`src/rtl/lc3b_types.sv`:
```
// Shared types for the L2 cache control slice.
//   l2_ctrl_state_t : sequencing state of the L2 control FSM.
package lc3b_types;

    typedef enum logic [1:0] {
        IDLE,
        WRITEBACK,
        FETCH
    } l2_ctrl_state_t;

endpackage

```
`src/rtl/l2_perf_counter.sv`:
```
// Saturating performance counter.
//   clk   : system clock
//   reset : synchronous active-high reset, highest priority
//   clear : synchronous clear, priority over inc
//   inc   : count one event this cycle
//   count : current value, holds at all-ones instead of wrapping
module l2_perf_counter #(
    parameter int unsigned WIDTH = 16
) (
    input  logic             clk,
    input  logic             reset,
    input  logic             clear,
    input  logic             inc,
    output logic [WIDTH-1:0] count
);

    logic [WIDTH-1:0] count_q;

    always_ff @(posedge clk) begin
        if (reset) begin
            count_q <= '0;
        end else if (clear) begin
            count_q <= '0;
        end else if (inc && (count_q != '1)) begin
            count_q <= count_q + 1'b1;
        end
    end

    assign count = count_q;

endmodule

```
`src/rtl/l2_cache_control.sv`:
```
// Sequencing FSM for the 4-way write-back L2 cache datapath.
// L1 side  : mem_read, mem_write (held until mem_resp), mem_resp (1-cycle done pulse).
// Memory   : pmem_read / pmem_write (held until pmem_resp), pmem_resp.
// Datapath : cache_hit, dirtyout in; write_enable, cache_allocate, datain_mux_sel,
//            valid_in, dirty_datain, addr_reg_load, evict_allocate, pmem_address_sel out.
// Counters : hit_count, miss_count, wb_count (saturating), cleared by cnt_clear.
module l2_cache_control
    import lc3b_types::*;
#(
    parameter int unsigned CNT_WIDTH = 16
) (
    input  logic                 clk,
    input  logic                 reset,
    input  logic                 mem_read,
    input  logic                 mem_write,
    output logic                 mem_resp,
    input  logic                 cache_hit,
    input  logic                 dirtyout,
    output logic                 pmem_read,
    output logic                 pmem_write,
    input  logic                 pmem_resp,
    output logic                 write_enable,
    output logic                 cache_allocate,
    output logic                 datain_mux_sel,
    output logic                 valid_in,
    output logic                 dirty_datain,
    output logic                 addr_reg_load,
    output logic                 evict_allocate,
    output logic                 pmem_address_sel,
    input  logic                 cnt_clear,
    output logic [CNT_WIDTH-1:0] hit_count,
    output logic [CNT_WIDTH-1:0] miss_count,
    output logic [CNT_WIDTH-1:0] wb_count
);

    l2_ctrl_state_t state_q, state_d;
    logic           req;
    logic           hit_inc, miss_inc, wb_inc;

    // A simultaneous read and write is served as a write; both are just "a request" here.
    assign req = mem_read | mem_write;

    // State register
    always_ff @(posedge clk) begin
        if (reset) begin
            state_q <= IDLE;
        end else begin
            state_q <= state_d;
        end
    end

    // Next-state logic
    always_comb begin
        state_d = state_q;
        case (state_q)
            IDLE: begin
                if (req && !cache_hit) begin
                    state_d = dirtyout ? WRITEBACK : FETCH;
                end
            end
            WRITEBACK: begin
                if (pmem_resp) begin
                    state_d = FETCH;
                end
            end
            FETCH: begin
                if (pmem_resp) begin
                    state_d = IDLE;
                end
            end
            default: state_d = IDLE;
        endcase
    end

    // Output logic; everything is forced low while reset is asserted so a reset that lands
    // mid-miss can neither strobe the arrays nor keep a memory request alive.
    always_comb begin
        mem_resp         = 1'b0;
        pmem_read        = 1'b0;
        pmem_write       = 1'b0;
        write_enable     = 1'b0;
        cache_allocate   = 1'b0;
        datain_mux_sel   = 1'b0;
        valid_in         = 1'b0;
        dirty_datain     = 1'b0;
        addr_reg_load    = 1'b0;
        evict_allocate   = 1'b0;
        pmem_address_sel = 1'b0;
        hit_inc          = 1'b0;
        miss_inc         = 1'b0;
        wb_inc           = 1'b0;
        if (!reset) begin
            case (state_q)
                IDLE: begin
                    if (req && cache_hit) begin
                        mem_resp = 1'b1;
                        hit_inc  = 1'b1;
                        if (mem_write) begin
                            write_enable   = 1'b1;
                            datain_mux_sel = 1'b1;
                            valid_in       = 1'b1;
                            dirty_datain   = 1'b1;
                        end
                    end else if (req) begin
                        addr_reg_load = 1'b1;
                        miss_inc      = 1'b1;
                    end
                end
                WRITEBACK: begin
                    pmem_write       = 1'b1;
                    pmem_address_sel = 1'b1;
                    evict_allocate   = 1'b1;
                    wb_inc           = pmem_resp;
                end
                FETCH: begin
                    pmem_read      = 1'b1;
                    evict_allocate = 1'b1;
                    if (pmem_resp) begin
                        // Fill the LRU way with a clean line; the retried request that
                        // follows will dirty it if it is a write.
                        write_enable   = 1'b1;
                        cache_allocate = 1'b1;
                        valid_in       = 1'b1;
                    end
                end
                default: ;
            endcase
        end
    end

    l2_perf_counter #(.WIDTH(CNT_WIDTH)) u_hit_cnt (
        .clk   (clk),
        .reset (reset),
        .clear (cnt_clear),
        .inc   (hit_inc),
        .count (hit_count)
    );

    l2_perf_counter #(.WIDTH(CNT_WIDTH)) u_miss_cnt (
        .clk   (clk),
        .reset (reset),
        .clear (cnt_clear),
        .inc   (miss_inc),
        .count (miss_count)
    );

    l2_perf_counter #(.WIDTH(CNT_WIDTH)) u_wb_cnt (
        .clk   (clk),
        .reset (reset),
        .clear (cnt_clear),
        .inc   (wb_inc),
        .count (wb_count)
    );

endmodule

```
`config.mk`:
```
export PLATFORM = sky130hd
export DESIGN_NAME = l2_cache_control
export DESIGN_NICKNAME = d
export VERILOG_FILES = /design/src/rtl/lc3b_types.sv /design/src/rtl/l2_perf_counter.sv /design/src/rtl/l2_cache_control.sv
export SDC_FILE = /design/constraint.sdc
export NUM_CORES = 1
export LEC_CHECK = 0
export CORE_ASPECT_RATIO = 2
export CORE_MARGIN = 5
export CORE_UTILIZATION = 49
export DETAILED_ROUTE_END_ITERATION = 8
export PLACE_DENSITY = 0.8
export SLEW_MARGIN = 5
export SYNTH_ARGS = -nofsm -noshare
export SYNTH_HDL_FRONTEND = slang
export SYNTH_SLANG_ARGS = --single-unit
```
`constraint.sdc`:
```
create_clock -name clk -period 2.55 [get_ports clk]
set_clock_uncertainty 0.2 [all_clocks]
set_input_delay 0.255 -clock clk [delete_from_list [all_inputs] [get_ports clk]]
set_output_delay 0.255 -clock clk [all_outputs]
set_load 0.02 [all_outputs]
```
# Word-level counts from Yosys, hierarchy flattened
# Index checks and enable logic that the tools add are counted.
# op_classes
mux	29
bitwise	1
eq_ne	8
reduce_logical	10
n_addsub	3
# op_table
operator	count
16-bit by 1-bit adder with 16-bit output, second input constant	3
16-bit != test, second input constant	3
1-bit 2-to-1 mux	23
2-bit 2-to-1 mux	4
2-bit != test, second input constant	3
2-bit case mux with 3 select lines	1
1-bit logical AND	5
2-bit OR reduction	2
3-bit AND reduction	1
2-bit by 1-bit == test with 1-bit output, second input constant	1
2-bit == test, second input constant	1
2-bit zero test	1
1-bit case mux with 2 select lines	1
1-bit zero test	1
1-bit bitwise OR	1
# totals
ff_bits	50
inputBits	8
elab_cells	55
out_inout_bits	59

# Longest topological paths before layout
# logic_depth
ltp_word	6
ltp_mapped	8
mapped_depth_nobuf	8

# Modules after synthesis
# Synthesis repeated with hierarchy kept, for this count alone.
# unflattened
hier_cells	339
hier_area_um2	3017.9
# by_module_without_submodules
module	seq_area_each_um2	area_each_um2	cells_per_inst	instances
l2_perf_counter	320.3	917.1	102	3
l2_cache_control	40.0	266.5	33	1

# Worst setup path after synthesis
# Ideal clock, no wire load.
# synth_path
path_kind	flip-flop to flip-flop
from	register state_q[0]
to	register u_hit_cnt.count_q[8], in the netlist u_hit_cnt.count[8]
path_buffers	0
required_ps	2234
synth_period_minus_slack_ps	2087
arrival_time_ps	1771
setup_slack_ps	463
setup_time_ps	116
stages_incl_launch_ff	8
path_cell_list	dfxtp_1 inv_1 ha_1 nand3b_1 nor2_1 a21boi_2 a21oi_1 a31o_2
# synth_between
elab_chain_cells	4
# synth_lines
element	line	source
start: declaration	l2_cache_control.sv:36	l2_ctrl_state_t state_q, state_d;
start signal: assignment	l2_cache_control.sv:48	state_q <= state_d;
2-bit zero test	--	
1-bit 2-to-1 mux (2 in series)	--	
via mem_resp	l2_cache_control.sv:16	output logic mem_resp,
1-bit logical AND	l2_perf_counter.sv:24	end else if (inc && (count_q != '1)) begin
end signal: assignment	l2_perf_counter.sv:25	count_q <= count_q + 1'b1;
end: declaration	l2_perf_counter.sv:17	logic [WIDTH-1:0] count_q;
# The timed path passes the listed nets, and every way through them passes these cells.
# A chain may end at the register's enable or synchronous reset.

# Final worst setup path
# layout_path
from	register state_q[0]
to	output port write_enable
# layout_between
elab_chain_cells	3
# layout_lines
element	line	source
2-bit == test or 2-bit zero test (tied branches)	l2_cache_control.sv:93	case (state_q)
1-bit case mux with 2 select lines (*)	l2_cache_control.sv:93	
1-bit 2-to-1 mux (*)	l2_cache_control.sv:92	if (!reset) begin
end: declaration	l2_cache_control.sv:22	output logic write_enable,
# Mark *: on every way between the ends. The rest lies on a longest branch, timed or not.

==> impl_metrics.ini <==
[run_status]
run_status = complete, no violations

[pwr]
share_seq_of_total_power_pct = 54.3
combinationalPowerShare_pct = 11.7
report.power.total_mw = 1.455
cell_internal_pwr_mw = 1.081
switching_component_of_the_power_mw = 0.3741
sw_frac_of_total_pct = 25.70
power.density_mw_per_mm2 = 411.9
power_frac_clock_pct = 34.0
p_leak_nw = 1.182
vdd.ir_drop.worst_mv = 0.5242

[clock_network]
clock_insertion_delay_worst_skew_ns = 0.31
cts_hold_repair.buffers = 0
cts_made_buffers = 5
htreeDepth = 2
number_of_clock_sinks = 50
cts_tree = done
cts_post_setup_buffers_inserted = 0
clk_pin_slew_worst_paths_ns = 0.09
clock_tree.root_cell = sky130_fd_sc_hd__clkbuf_8
post_cts_resized = 3
max_clock_buf_depth = 2

[placed_design]
dp_hpwl_microns = 5299
dp_slack_ns = -0.01679
gp_congestion = 0.9333
port_buffers = 66

[setup_path]
worstSetupEndpointType = output port
worstPathRequired_ns = 2.10
setup.worst_path.class = reg2out
timing.critical_path.max_delay_family = simple AND/OR/NAND/NOR gates
worstRegToRegCells = 8
crit_path_top_delay_cell = sky130_fd_sc_hd__dfxtp_1
crit_path_start_kind = flop
worstSetupPathDepth = 6
cp_num_buf_inv = 2
path_cells = inv_1 > ha_1 > nor2b_1 > and3_1 > or2_2 > dlygate4sd2_1
timing.critical_path.fanout_max = 5
worst_path_largest_cell_delay_ns = 0.37
critical_path_arrival_ns = 1.99

[sta]
rsz0062_at_grt = no
final.period_utilization_pct = 95.82
timing.final.setup_violations = 0
worst_setup_margin_ns = 0.1066
slew_headroom_pct = 63.68
clock.fmax_mhz = 409.3
hold_viol = 0
maxSlewViolCount = 0
worst_pin_slew_ns = 0.5363
fin_crit_ns = 2.443

[global_routing]
grt_antenna_before_repair = 0
maximum_number_of_pins_on_one_net_before_global_route_repair = 24
grt_pass1_vias = 2655
grt_first_pass_wirelength_microns = 11500
track_usage_pct = 20.93
grt_remaining_overflow = 0

[finish]
synthToLayoutAreaGrowth_pct = 33.02
ff_latch_area_sq_mm = 0.001001
drive_above_1_share_pct = 10.59
fill_cells = 476
design.final.nets = 400
layout.cells.most_common_list = sky130_fd_sc_hd__clkdlybuf4s50_1 (62), sky130_fd_sc_hd__dfxtp_1 (50), sky130_fd_sc_hd__nor2_1 (45)
multi_input_area_sq_mm = 0.001579
final_common_cell = sky130_fd_sc_hd__clkdlybuf4s50_1
antennaDiodeCount = 0

[die]
design.die.area_sq_mm = 0.007083
dieHeight_microns = 114.1
die_x_microns = 62.06
initial_core_utilization_pct = 49.44
io_pins = 67
design.core.area_sq_mm = 0.005373
fp-row-count = 38

[drt]
drt_iter0_drc = 128
routed_via_density = 5.667
remaining_routing_drc_violations = 0
route.final.wire_length_microns = 6868
drt_pass1_iterations = 4
postRouteAntennaNets = 0
route.vias.total = 2533
wl_per_cell_microns = 15.36

[synthesis]
number_of_synthesized_flops_with_an_enable_pin = 0
async_flop_share_pct = 0
synth_area_per_cell_sq_um = 8.514
synth-seq-cells = 50
synth.net_count = 326
synth.cell_area_sq_mm = 0.002656
synth.distinct_cells = 46
yosysWarningCount = 0
synth_seq_area_share_pct = 37.68
syn_inst_count = 312
ys_dominant_reg_cell = sky130_fd_sc_hd__dfxtp_1

[worst_hold_path]
hp-class = reg2reg
hold_path_depth = 2

[run]
cap_violations = 0
metrics by stage:
step           util [%]  hold slack [ns]  instances  setup TNS (ns)  instance area (sq um)
2_1_floorplan         -           0.2239        312               0                   2656
3_3_place_gp      64.02           0.2712        439               0                   3440
3_5_place_dp      64.02           0.2774        439        -0.01679                   3440
4_1_cts           65.72           0.2955        447               0                   3531
5_1_grt           65.77           0.3159        447               0                   3533
6_report          65.77           0.2920        447               0                   3533
logic make-up after synthesis:
kind of cell	after synthesis	share of synthesized area (%)
muxes	2	0.7537
and+or+nand+nor	171	36.88
adders and majority gates	6	2.826
AOI/OAI and AO/OA	31	7.536
DFF	50	37.68
buffers and inverters	18	3.109
xor gates and xnor gates	34	11.21
sequential cells by signal, indices dropped and copies added, names as in the netlist:
| signal | count |
|---|---|
| state_q | 2 |
| u_miss_cnt.count | 16 |
| u_hit_cnt.count | 16 |
| u_wb_cnt.count | 16 |
worst paths after layout:
check,start,endpoint,slack [ns]
max,state_q[0],write_enable,0.11
min,state_q[0],state_q[0],0.29
max reg2reg,state_q[0],u_hit_cnt.count[15],0.22
min reg2reg,state_q[0],state_q[0],0.29
worst reg2reg max path, cell delays in order, from the launching register on:
cell                       delay (ns)
sky130_fd_sc_hd__dfxtp_1         0.34
sky130_fd_sc_hd__inv_1           0.08
sky130_fd_sc_hd__ha_1            0.23
sky130_fd_sc_hd__nand3b_1        0.11
sky130_fd_sc_hd__or4_1           0.51
sky130_fd_sc_hd__buf_4           0.19
sky130_fd_sc_hd__nor4_1          0.31
sky130_fd_sc_hd__and3_1          0.23
sky130_fd_sc_hd__nor3_1          0.04
area by class of cell:
cell class | instances | area share [%]
tap | 60 | 2.125
clock buffer | 6 | 2.337
inverter | 5 | 0.5312
timing repair buffer | 80 | 21.64
multi-input combinational | 244 | 44.69
clock inverter | 2 | 0.3541
sequential | 50 | 28.33
power by group through the flow:
stage                     Sequential [mW]  Combinational, mW  Clock (mW)
after floorplan                     0.811             0.0990           0
after global placement              0.809              0.171           0
after detailed placement            0.809              0.174           0
after CTS                           0.791              0.171       0.511
after global routing                0.792              0.185       0.540
final                               0.791              0.170       0.495
cells in the mapped netlist (all sizes together) (2+ instances only):
| master | count | area [sq um] |
|---|---|---|
| o21bai | 2 | 15.01 |
| o21ai | 7 | 35.03 |
| or2 | 2 | 12.51 |
| clkbuf | 7 | 26.28 |
| nor3 | 14 | 80.08 |
| nand2b | 2 | 12.51 |
| and4 | 5 | 43.79 |
| ha | 6 | 75.07 |
| nand2 | 28 | 105.1 |
| or3 | 5 | 31.28 |
| xnor2 | 28 | 245.2 |
| nor2b | 5 | 31.28 |
| dfxtp | 50 | 1001 |
| nand3b | 2 | 27.53 |
| a21oi | 13 | 65.06 |
| nand4 | 18 | 118.9 |
| and2 | 4 | 25.02 |
| nor4 | 16 | 167.7 |
| a211oi | 2 | 20.02 |
| nor3b | 2 | 15.01 |
| and3 | 5 | 31.28 |
| nor2 | 45 | 168.9 |
| inv | 5 | 18.77 |
| xor2 | 6 | 52.55 |
| buf | 6 | 37.53 |
| nand3 | 13 | 65.06 |
| mux2i | 2 | 20.02 |
layer usage:
layer  vias up  track usage, %  part of all wire, %
li1       1253               -                    -
met1      1196           21.10                   38
met2        70           38.71                   55
met3        14           3.612                  4.5
met4         0           9.490                  2.3
met5         -               0                    0
(Power assumes the default switching activity.)
